### config.mk
export PLATFORM = sky130hd
export DESIGN_NAME = vx_gbar_responder
export DESIGN_NICKNAME = d
export VERILOG_FILES = /design/src/rtl/VX_gpu_pkg.sv /design/src/rtl/VX_rr_arbiter.sv /design/src/rtl/vx_gbar_responder.sv
export SDC_FILE = /design/constraint.sdc
export NUM_CORES = 1
export LEC_CHECK = 0
export ABC_AREA = 0
export BUFFER_PORTS_ARGS = -buffer_cell sky130_fd_sc_hd__buf_2
export CAP_MARGIN = 15
export CORE_ASPECT_RATIO = 1.5
export CORE_MARGIN = 2
export CORE_UTILIZATION = 50
export DETAILED_ROUTE_END_ITERATION = 10
export MAX_ROUTING_LAYER = met4
export PLACE_DENSITY_LB_ADDON = 0.15
export SETUP_SLACK_MARGIN = 0.15
export SKIP_LAST_GASP = 1
export SLEW_MARGIN = 20
export SYNTH_ARGS = -nofsm -noshare
export SYNTH_HDL_FRONTEND = slang
export SYNTH_SLANG_ARGS = --single-unit
### constraint.sdc
create_clock -name clk -period 5.3 [get_ports clk]
set_clock_uncertainty 0.1 [all_clocks]
set_input_delay 0.265 -clock clk [delete_from_list [all_inputs] [get_ports clk]]
set_output_delay 0.265 -clock clk [all_outputs]
set_load 0.02 [all_outputs]
### src/rtl/VX_gpu_pkg.sv
// Shared GPU definitions used by the global-barrier requester and responder.
// Field widths are fixed here so both sides of the gbar link agree on them.
// The core id field is one bit wider than the core count needs, so an out-of-range sender can be encoded.
package VX_gpu_pkg;

  localparam int GBAR_MAX_CORES    = 4;
  localparam int GBAR_MAX_BARRIERS = 8;

  localparam int NB_WIDTH = $clog2(GBAR_MAX_BARRIERS);
  localparam int NC_WIDTH = $clog2(GBAR_MAX_CORES + 1);

  typedef struct packed {
    logic [NB_WIDTH-1:0] id;
    logic [NC_WIDTH-1:0] size_m1;
    logic [NC_WIDTH-1:0] core_id;
  } gbar_req_t;

  typedef struct packed {
    logic [NB_WIDTH-1:0] id;
  } gbar_rsp_t;

endpackage

### src/rtl/VX_rr_arbiter.sv
// Round-robin arbiter: picks the first active request at or after the pointer.
// Latency: combinational grant; the pointer updates on the clock edge of an accepted grant.
// Backpressure: the pointer holds while grant_ready is low or nothing is requested.
module VX_rr_arbiter #(
  parameter int NUM_REQS = 4,
  localparam int LOG_NUM_REQS = (NUM_REQS > 1) ? $clog2(NUM_REQS) : 1
) (
  input  logic                    clk,
  input  logic                    reset,
  input  logic [NUM_REQS-1:0]     requests,
  input  logic                    grant_ready,
  output logic [LOG_NUM_REQS-1:0] grant_index,
  output logic [NUM_REQS-1:0]     grant_onehot,
  output logic                    grant_valid
);

  logic [LOG_NUM_REQS-1:0] ptr_q;

  // Search from the pointer up to the top, then wrap around to index 0.
  always_comb begin
    grant_index  = '0;
    grant_onehot = '0;
    grant_valid  = 1'b0;
    for (int i = 0; i < NUM_REQS; i++) begin
      if (!grant_valid && requests[i] && (i >= int'(ptr_q))) begin
        grant_valid     = 1'b1;
        grant_index     = LOG_NUM_REQS'(i);
        grant_onehot[i] = 1'b1;
      end
    end
    for (int i = 0; i < NUM_REQS; i++) begin
      if (!grant_valid && requests[i]) begin
        grant_valid     = 1'b1;
        grant_index     = LOG_NUM_REQS'(i);
        grant_onehot[i] = 1'b1;
      end
    end
  end

  // Move the pointer to one past the winner after each accepted grant.
  always_ff @(posedge clk) begin
    if (reset) begin
      ptr_q <= '0;
    end else if (grant_valid && grant_ready) begin
      ptr_q <= (grant_index == LOG_NUM_REQS'(NUM_REQS - 1)) ? '0 : grant_index + 1'b1;
    end
  end

endmodule

### src/rtl/vx_gbar_responder.sv
// Global barrier responder: collects per-core arrivals per barrier id and broadcasts a release.
// Latency: 1 cycle from the completing accept to rsp_valid (2 cycles with OUT_REG=1).
// Backpressure: one request accepted per cycle through round-robin; rsp has no backpressure.
module vx_gbar_responder
  import VX_gpu_pkg::*;
#(
  parameter int NUM_REQS     = 4,
  parameter int NUM_BARRIERS = 8,
  parameter int OUT_REG      = 0
) (
  input  logic                               clk,
  input  logic                               reset,
  input  logic [NUM_REQS-1:0]                req_valid,
  input  logic [NUM_REQS-1:0][NB_WIDTH-1:0]  req_id,
  input  logic [NUM_REQS-1:0][NC_WIDTH-1:0]  req_size_m1,
  input  logic [NUM_REQS-1:0][NC_WIDTH-1:0]  req_core_id,
  output logic [NUM_REQS-1:0]                req_ready,
  output logic                               rsp_valid,
  output logic [NB_WIDTH-1:0]                rsp_id,
  output logic                               err_dup,
  output logic                               err_size,
  output logic                               busy
);

  localparam int LOG_REQS = (NUM_REQS > 1) ? $clog2(NUM_REQS) : 1;
  localparam int CNT_W    = $clog2(NUM_REQS + 1);

  logic [LOG_REQS-1:0] grant_idx;
  logic [NUM_REQS-1:0] grant_oh;
  logic                grant_vld;

  VX_rr_arbiter #(.NUM_REQS(NUM_REQS)) arb (
    .clk          (clk),
    .reset        (reset),
    .requests     (req_valid),
    .grant_ready  (1'b1),
    .grant_index  (grant_idx),
    .grant_onehot (grant_oh),
    .grant_valid  (grant_vld)
  );

  assign req_ready = grant_oh;

  logic [NUM_BARRIERS-1:0][NUM_REQS-1:0] mask_q;
  logic [NUM_BARRIERS-1:0][NC_WIDTH-1:0] size_q;

  gbar_req_t           sel_req;
  logic [NUM_REQS-1:0] cur_mask;
  logic [NUM_REQS-1:0] core_oh;
  logic [CNT_W-1:0]    cur_cnt;
  logic [NC_WIDTH-1:0] eff_size;
  logic                bad_core, dup_hit, size_mis, do_release, do_set;

  // Decode the granted request against the current state of its barrier.
  always_comb begin
    sel_req.id      = req_id[grant_idx];
    sel_req.size_m1 = req_size_m1[grant_idx];
    sel_req.core_id = req_core_id[grant_idx];
    cur_mask        = mask_q[sel_req.id];
    core_oh         = '0;
    cur_cnt         = '0;
    for (int i = 0; i < NUM_REQS; i++) begin
      core_oh[i] = (int'(sel_req.core_id) == i);
      cur_cnt    = cur_cnt + CNT_W'(cur_mask[i]);
    end
    bad_core   = (int'(sel_req.core_id) >= NUM_REQS);
    dup_hit    = |(cur_mask & core_oh);
    // A barrier in progress keeps the size latched by its first arrival.
    eff_size   = (cur_mask == '0) ? sel_req.size_m1 : size_q[sel_req.id];
    size_mis   = (cur_mask != '0) && (sel_req.size_m1 != size_q[sel_req.id]);
    do_release = grant_vld && !bad_core && !dup_hit && (int'(cur_cnt) == int'(eff_size));
    do_set     = grant_vld && !bad_core && !dup_hit && !do_release;
  end

  // Arrival masks and latched sizes; a release returns the id to an empty epoch.
  always_ff @(posedge clk) begin
    if (reset) begin
      mask_q <= '0;
      size_q <= '0;
    end else if (do_release) begin
      mask_q[sel_req.id] <= '0;
    end else if (do_set) begin
      mask_q[sel_req.id] <= cur_mask | core_oh;
      if (cur_mask == '0) begin
        size_q[sel_req.id] <= sel_req.size_m1;
      end
    end
  end

  logic      rsp_vld_s1, dup_s1, size_s1;
  gbar_rsp_t rsp_s1;

  // First response stage: release and error pulses one cycle after the accept.
  always_ff @(posedge clk) begin
    if (reset) begin
      rsp_vld_s1 <= 1'b0;
      rsp_s1     <= '0;
      dup_s1     <= 1'b0;
      size_s1    <= 1'b0;
    end else begin
      rsp_vld_s1 <= do_release;
      rsp_s1.id  <= do_release ? sel_req.id : '0;
      dup_s1     <= grant_vld && (bad_core || dup_hit);
      size_s1    <= grant_vld && !bad_core && !dup_hit && size_mis;
    end
  end

  generate
    if (OUT_REG != 0) begin : g_out_reg
      logic      rsp_vld_s2, dup_s2, size_s2;
      gbar_rsp_t rsp_s2;
      // Optional extra output stage for timing closure toward the cores.
      always_ff @(posedge clk) begin
        if (reset) begin
          rsp_vld_s2 <= 1'b0;
          rsp_s2     <= '0;
          dup_s2     <= 1'b0;
          size_s2    <= 1'b0;
        end else begin
          rsp_vld_s2 <= rsp_vld_s1;
          rsp_s2     <= rsp_s1;
          dup_s2     <= dup_s1;
          size_s2    <= size_s1;
        end
      end
      assign rsp_valid = rsp_vld_s2;
      assign rsp_id    = rsp_s2.id;
      assign err_dup   = dup_s2;
      assign err_size  = size_s2;
    end else begin : g_no_out_reg
      assign rsp_valid = rsp_vld_s1;
      assign rsp_id    = rsp_s1.id;
      assign err_dup   = dup_s1;
      assign err_size  = size_s1;
    end
  endgenerate

  // Busy while any barrier has at least one core waiting.
  always_comb begin
    busy = |mask_q;
  end

endmodule

# Word level (Yosys, flattened, before mapping)
# Index checks and enable logic that the tools add are counted.
[word_totals] register_bits=64 inputBits=42 out_inout_bits=11 word_cells=122
[op_classes] addsub=4 order_cmp=7 n_eq_ne=6 muxes=42 bitwise_logic=5 reduce_logical=37
[ops] operator="32-bit 2-to-1 mux" n=2
[ops] operator="32-bit AND" n=1
[ops] operator="32-bit bitwise mux" n=1
[ops] operator="32-bit inverter" n=1
[ops] operator="32-bit OR reduction" n=1
[ops] operator="24-bit bitwise mux" n=1
[ops] operator="3-bit binary-select mux with 2-bit select" n=3
[ops] operator="1-bit logical AND" n=18
[ops] operator="3-bit 2-to-1 mux" n=6
[ops] operator="1-bit 2-to-1 mux" n=16
[ops] operator="2-bit 2-to-1 mux" n=7
[ops] operator="4-bit binary-select mux with 3-bit select" n=1
[ops] operator="4-bit demux with 3-bit select" n=1
[ops] operator="1-bit zero test" n=10
[ops] operator="3-bit binary-select mux with 3-bit select" n=1
[ops] operator="3-bit demux with 3-bit select" n=1
[ops] operator="4-bit 2-to-1 mux" n=2
[ops] operator="3-bit == test, second input constant" n=2
[ops] operator="4-bit AND" n=1
[ops] operator="1-bit by 2-bit greater-or-equal comparator with 1-bit output, first input constant" n=2
[ops] operator="4-bit zero test" n=1
[ops] operator="3-bit by 4-bit < comparator with 1-bit output, second input constant" n=1
[ops] operator="4-bit OR" n=1
[ops] operator="4-bit nonzero test" n=1
[ops] operator="19 further kinds" n=19

# Logic depth before layout (Yosys ltp)
[depth] ltp_word=39 mapped_depth=21 depth_no_buf=17

# By module
# From an unflattened synthesis, not the netlist that was laid out.
[unflattened] cells_unflattened=384 area_unflattened_um2=3677.3
[modules_own_cells] module="vx_gbar_responder" n_inst=1 cells_per_inst=344 area_per_inst_um2=3402.0
[modules_own_cells] module="VX_rr_arbiter" n_inst=1 cells_per_inst=40 area_per_inst_um2=275.3

# Worst setup path before layout
# OpenSTA, ideal clock, no wires.
[synth_path] path_type="register -> register" start="reg arb.ptr_q[1]" end="reg size_q[2] (netlist name)" arrival_time_ns=4.317 t_required_ns=5.072 path_slack_ns=0.755 stages_incl_launch_ff=19 path_buffers=1 period_less_slack_ns=4.545 path_cell_list="dfxtp_1 buf_2 a21boi_1 o221ai_4 inv_2 mux4_2 nor3_1 o22ai_1 a22oi_1 inv_1 fa_1 ha_1 ha_1 xnor2_1 nand3_1 nand3_1 nor4b_2 mux2i_1 nor2_1"
[synth_via] elab_chain_len=38
[synth_rtl] item="start, declared" line="VX_rr_arbiter.sv:17" text="logic [LOG_NUM_REQS-1:0] ptr_q;"
[synth_rtl] item="start signal, assigned" line="VX_rr_arbiter.sv:45" text="ptr_q <= (grant_index == LOG_NUM_REQS'(NUM_REQS - 1)) ? '0 : grant_index + 1'b1;"
[synth_rtl] item="1-bit by 2-bit greater-or-equal comparator with 1-bit output" line="VX_rr_arbiter.sv:25" text="if (!grant_valid && requests[i] && (i >= int'(ptr_q))) begin"
[synth_rtl] item="1-bit logical AND" line="VX_rr_arbiter.sv:25"
[synth_rtl] item="1-bit 2-to-1 mux" line="VX_rr_arbiter.sv:25"
[synth_rtl] item="1-bit zero test" line="VX_rr_arbiter.sv:25"
[synth_rtl] item="1-bit logical AND (2 in a row)" line="VX_rr_arbiter.sv:25"
[synth_rtl] item="1-bit 2-to-1 mux" line="VX_rr_arbiter.sv:25"
[synth_rtl] item="1-bit zero test" line="VX_rr_arbiter.sv:25"
[synth_rtl] item="1-bit logical AND (2 in a row)" line="VX_rr_arbiter.sv:25"
[synth_rtl] item="[... 20 more ...]"
[synth_rtl] item="1-bit by 1-bit adder with 2-bit output / 4-bit AND (equally long branches)" line="vx_gbar_responder.sv:64, vx_gbar_responder.sv:67"
[synth_rtl] item="2-bit by 1-bit adder with 3-bit output / 4-bit OR reduction (equally long branches)" line="vx_gbar_responder.sv:64, vx_gbar_responder.sv:67"
[synth_rtl] item="3-bit by 1-bit adder with 3-bit output / 1-bit zero test (equally long branches)" line="vx_gbar_responder.sv:64, vx_gbar_responder.sv:71, vx_gbar_responder.sv:72"
[synth_rtl] item="3-bit == test / 1-bit logical AND (equally long branches)" line="vx_gbar_responder.sv:71, vx_gbar_responder.sv:72"
[synth_rtl] item="1-bit logical AND" line="vx_gbar_responder.sv:71" text="do_release = grant_vld && !bad_core && !dup_hit && (int'(cur_cnt) == int'(eff_size));"
[synth_rtl] item="1-bit zero test" line="vx_gbar_responder.sv:72" text="do_set = grant_vld && !bad_core && !dup_hit && !do_release;"
[synth_rtl] item="1-bit logical AND" line="vx_gbar_responder.sv:72"
[synth_rtl] item="3-bit AND reduction (no source line)"
[synth_rtl] item="end signal, assigned by index" line="vx_gbar_responder.sv:85" text="size_q[sel_req.id] <= sel_req.size_m1;"
[synth_rtl] item="end, declared" line="vx_gbar_responder.sv:45" text="logic [NUM_BARRIERS-1:0][NC_WIDTH-1:0] size_q;"
# Parallel ways exist; a longest one is shown, timed or not. The select of a mux whose other input is x is not followed.
# A chain may end at the register's enable or synchronous reset.

# Final worst setup path
[layout_path] start="reg arb.ptr_q[1]" end="reg size_q[6] (netlist name)"
# The elaborated chain is that of the path after synthesis.

==> results.py <==
metrics = {
    "drt": {
        "wire_per_inst_um": 18.5,
        "via_count": 3970,
        "drc": 0,
        "drtIter0Drc": 263,
        "first_pass_iters": 5,
        "final_antenna_net_count": 0,
        "routed_wl_um": 11800,
        "routed_via_density": 6.22,
    },
    "global_route": {
        "gr-total-overflow": 0,
        "globalRouteTotalUtil_pct": 27.5,
        "grt_pass1_vias": 3799,
        "antenna_found_initial": 0,
        "grt_pass1_wl_um": 18600,
        "grt_max_degree": 46,
    },
    "placed_design": {
        "pre_cts_ws_ns": 0.182,
        "numPortBuffers": 52,
        "placed_cells": 618,
        "hpwlAfterDp_um": 8550,
        "place.gp.congestion": 0.931,
    },
    "die": {
        "start_util_pct": 50.8,
        "die_area_um2": 8780,
        "rows": 40,
        "die_w_um": 77.2,
        "die_h_um": 114,
        "io_pins": 53,
        "core-area_um2": 7910,
    },
    "power_and_ir_drop": {
        "fin_total_pwr_mw": 2.15,
        "p_sw_share_pct": 41.0,
        "intPower_mw": 1.27,
        "p_comb_share_pct": 45.7,
        "clkPwrFrac_pct": 28.9,
        "ir_drop_mv": 0.277,
        "p_leak_nw": 1.85,
        "switchingPower_uw": 879,
        "power_density_nw_per_um2": 447,
        "power_frac_seq_pct": 25.5,
    },
    "setup_path": {
        "start_kind": "register",
        "crit_arrival_ns": 5.04,
        "path_max_fanout": 12,
        "rrSetupSlack_ns": 0.34,
        "crit_type": "register to register",
        "end_kind": "register",
        "critical_path_required_ns": 5.38,
    },
    "timing": {
        "hold_slack_ns": 0.405,
        "fin_setup_tns_ns": 0,
        "finalMaxSlewViolations": 0,
        "final.setup.worst_slack_ns": 0.337,
        "rsz0062_at_grt": "no",
        "fmax_mhz": 202,
        "post-route-period-util_pct": 93.6,
        "max_slew_margin_pct": 36.2,
        "worstMarginPinSlew_ns": 0.955,
        "final.min_clock_period_ns": 4.96,
        "finalHoldViolCount": 0,
        "setup_viol": 0,
    },
    "synth": {
        "yosys.area.top_type_share_pct": 31.9,
        "synth_mux_area_share_pct": 13.9,
        "synth_xor_area_share_pct": 1.31,
        "yosysMostFrequentCell": "nor2_1",
        "synth_fp_nets": 518,
        "async_flop_share_pct": 0,
        "synth.top_cells.by_count": "nor2_1, dfxtp_1, mux2i_1",
        "avgSynthCellArea_um2": 8.52,
        "synthCells": 471,
        "synth_warnings": 0,
        "synth_compound_area_share_pct": 20.7,
        "synth.area.top_cells": "dfxtp_1, mux2i_1, a32o_1",
        "synthAdderAreaFrac_pct": 1.75,
        "ys_ff_latch": 64,
        "synth_seq_area_share_pct": 31.9,
        "synth_top_cell_by_area": "dfxtp_1",
        "synth_edf_count": 0,
        "synth_top_family_by_area": "simple AND/OR/NAND/NOR gates",
        "synth_area_um2": 4010,
        "postSynth.topFlopCell": "dfxtp_1",
        "synthSimpleGateAreaFrac_pct": 25.2,
        "synth_cell_types": 60,
    },
    "cells_and_area": {
        "drive_above_1_share_pct": 23.5,
        "final_cells": 638,
        "antenna_cells": 0,
        "syn2layout_area_growth_pct": 19.7,
        "final_nets": 575,
    },
    "clocking": {
        "cts_root_buffer": "clkbuf_16",
        "cts_buffer_depth": 2,
        "path_clk_slew_ns": 0.05,
        "cts_tree": "yes",
        "cts_made_buffers": 9,
        "cts.sinks": 64,
        "clk_latency_ns": 0.33,
        "htree_levels": 3,
        "cts-hold-fix-buffers": 0,
    },
    "run_status": {
        "status": "finished, final reports clean",
    },
    "run": {
        "maxCapViolCount": 0,
    },
    "min_path": {
        "hp-class": "register to register",
    },
}
## final cells by class
cell class                      count  area [um^2]
Fill cell                         772         3100
Timing Repair Buffer               79          463
Clock inverter                      6         83.8
Tap cell                          105          131
Clock buffer                       10          229
Sequential cell                    64         1280
Multi-Input combinational cell    360         2560
Inverter                           14         52.6
## repair_timing
item / in CTS / in global routing
endpoints found under the hold margin: 0 / 0
buffers inserted: 0 / 4
setup endpoints to repair: 0 / 59
gates resized for setup: 0 / 8
## state kept, by name (all words and copies together) (netlist names)
signal	flops
mask_q	32
rsp_valid	1
err_size	1
size_q	24
arb.ptr_q	2
err_dup	1
rsp_id	3
## kinds of logic after synthesis
| kind of cell | count (synthesis) |
|---|---|
| mux | 50 |
| flops | 64 |
| simple gates | 195 |
| xor+xnor | 6 |
| fa+ha+maj | 5 |
| compound gates | 104 |
| buf+inv | 47 |
## layout by cell type, fill, tap and decap left out, types with 3 or more instances in the layout
cell type  synthesis  layout
a211oi_1           8       8
a21oi_1           17      17
a31oi_1           14      14
a32o_1            32      32
and2_1            10      10
buf_2             17      52
buf_4              3      27
clkbuf_16          0       9
clkinv_2           0       3
dfxtp_1           64      62
ha_1               4       4
inv_1             13      13
mux2i_1           43      42
mux4_2             4       4
nand2_1           36      36
nand3_1            7       6
nand4_1            8       8
nor2_1            74      74
nor2b_1            4       4
nor3_1            18      18
nor4_1            11      11
nor4_2             4       3
nor4b_1            5       5
o211ai_1           3       3
o21ai_0            7       7
o22ai_1            4       4
xnor2_1            5       5
## layer usage
layer / vias to the layer above / GRT usage [%] / share of wire [%]
met3: 55 / 4.83 / 4.3
met2: 144 / 47.2 / 52
met4: 0 / 17.9 / 5.6
met1: 1890 / 28.9 / 38
li1: 1881 / - / -
met5: - / - / 0
## power groups by stage
| stage | clock network [mW] | registers (mW) | logic [mW] |
|---|---|---|---|
| after floorplan | 0 | 0.550 | 0.696 |
| after global placement | 0 | 0.553 | 0.920 |
| after detailed placement | 0 | 0.554 | 0.935 |
| after CTS | 0.630 | 0.544 | 0.938 |
| after global routing | 0.649 | 0.549 | 1.06 |
| final | 0.619 | 0.546 | 0.980 |
## worst max-delay path, stage by stage (launching register included)
cell	delay, ns
dfxtp_2	0.38
or3b_1	0.44
o221ai_4	0.16
buf_4	0.19
mux2i_1	0.22
mux2_2	0.21
mux4_2	0.51
mux2i_2	0.24
inv_1	0.12
fa_1	0.50
ha_1	0.21
ha_1	0.32
xnor2_1	0.14
nand3_1	0.18
nand4_1	0.17
nor3_1	0.29
buf_4	0.20
mux2i_1	0.19
nor2_1	0.06
## metrics by stage
stage / cell area (um^2) / util (%)
2_1_floorplan: 4010 / -
3_3_place_gp: 4420 / 55.9
3_5_place_dp: 4420 / 55.9
4_1_cts: 4730 / 59.9
5_1_grt: 4800 / 60.7
6_report: 4800 / 60.7
## final timing paths
path	start	end	depth (start not counted)
worst min register to register	mask_q[27]	mask_q[27]	1
worst max-delay path	arb.ptr_q[1]	size_q[6]	18
worst min-delay path	mask_q[27]	mask_q[27]	1
worst max register to register	arb.ptr_q[1]	size_q[6]	18
No activity file was read; power rests on OpenSTA's default activity.
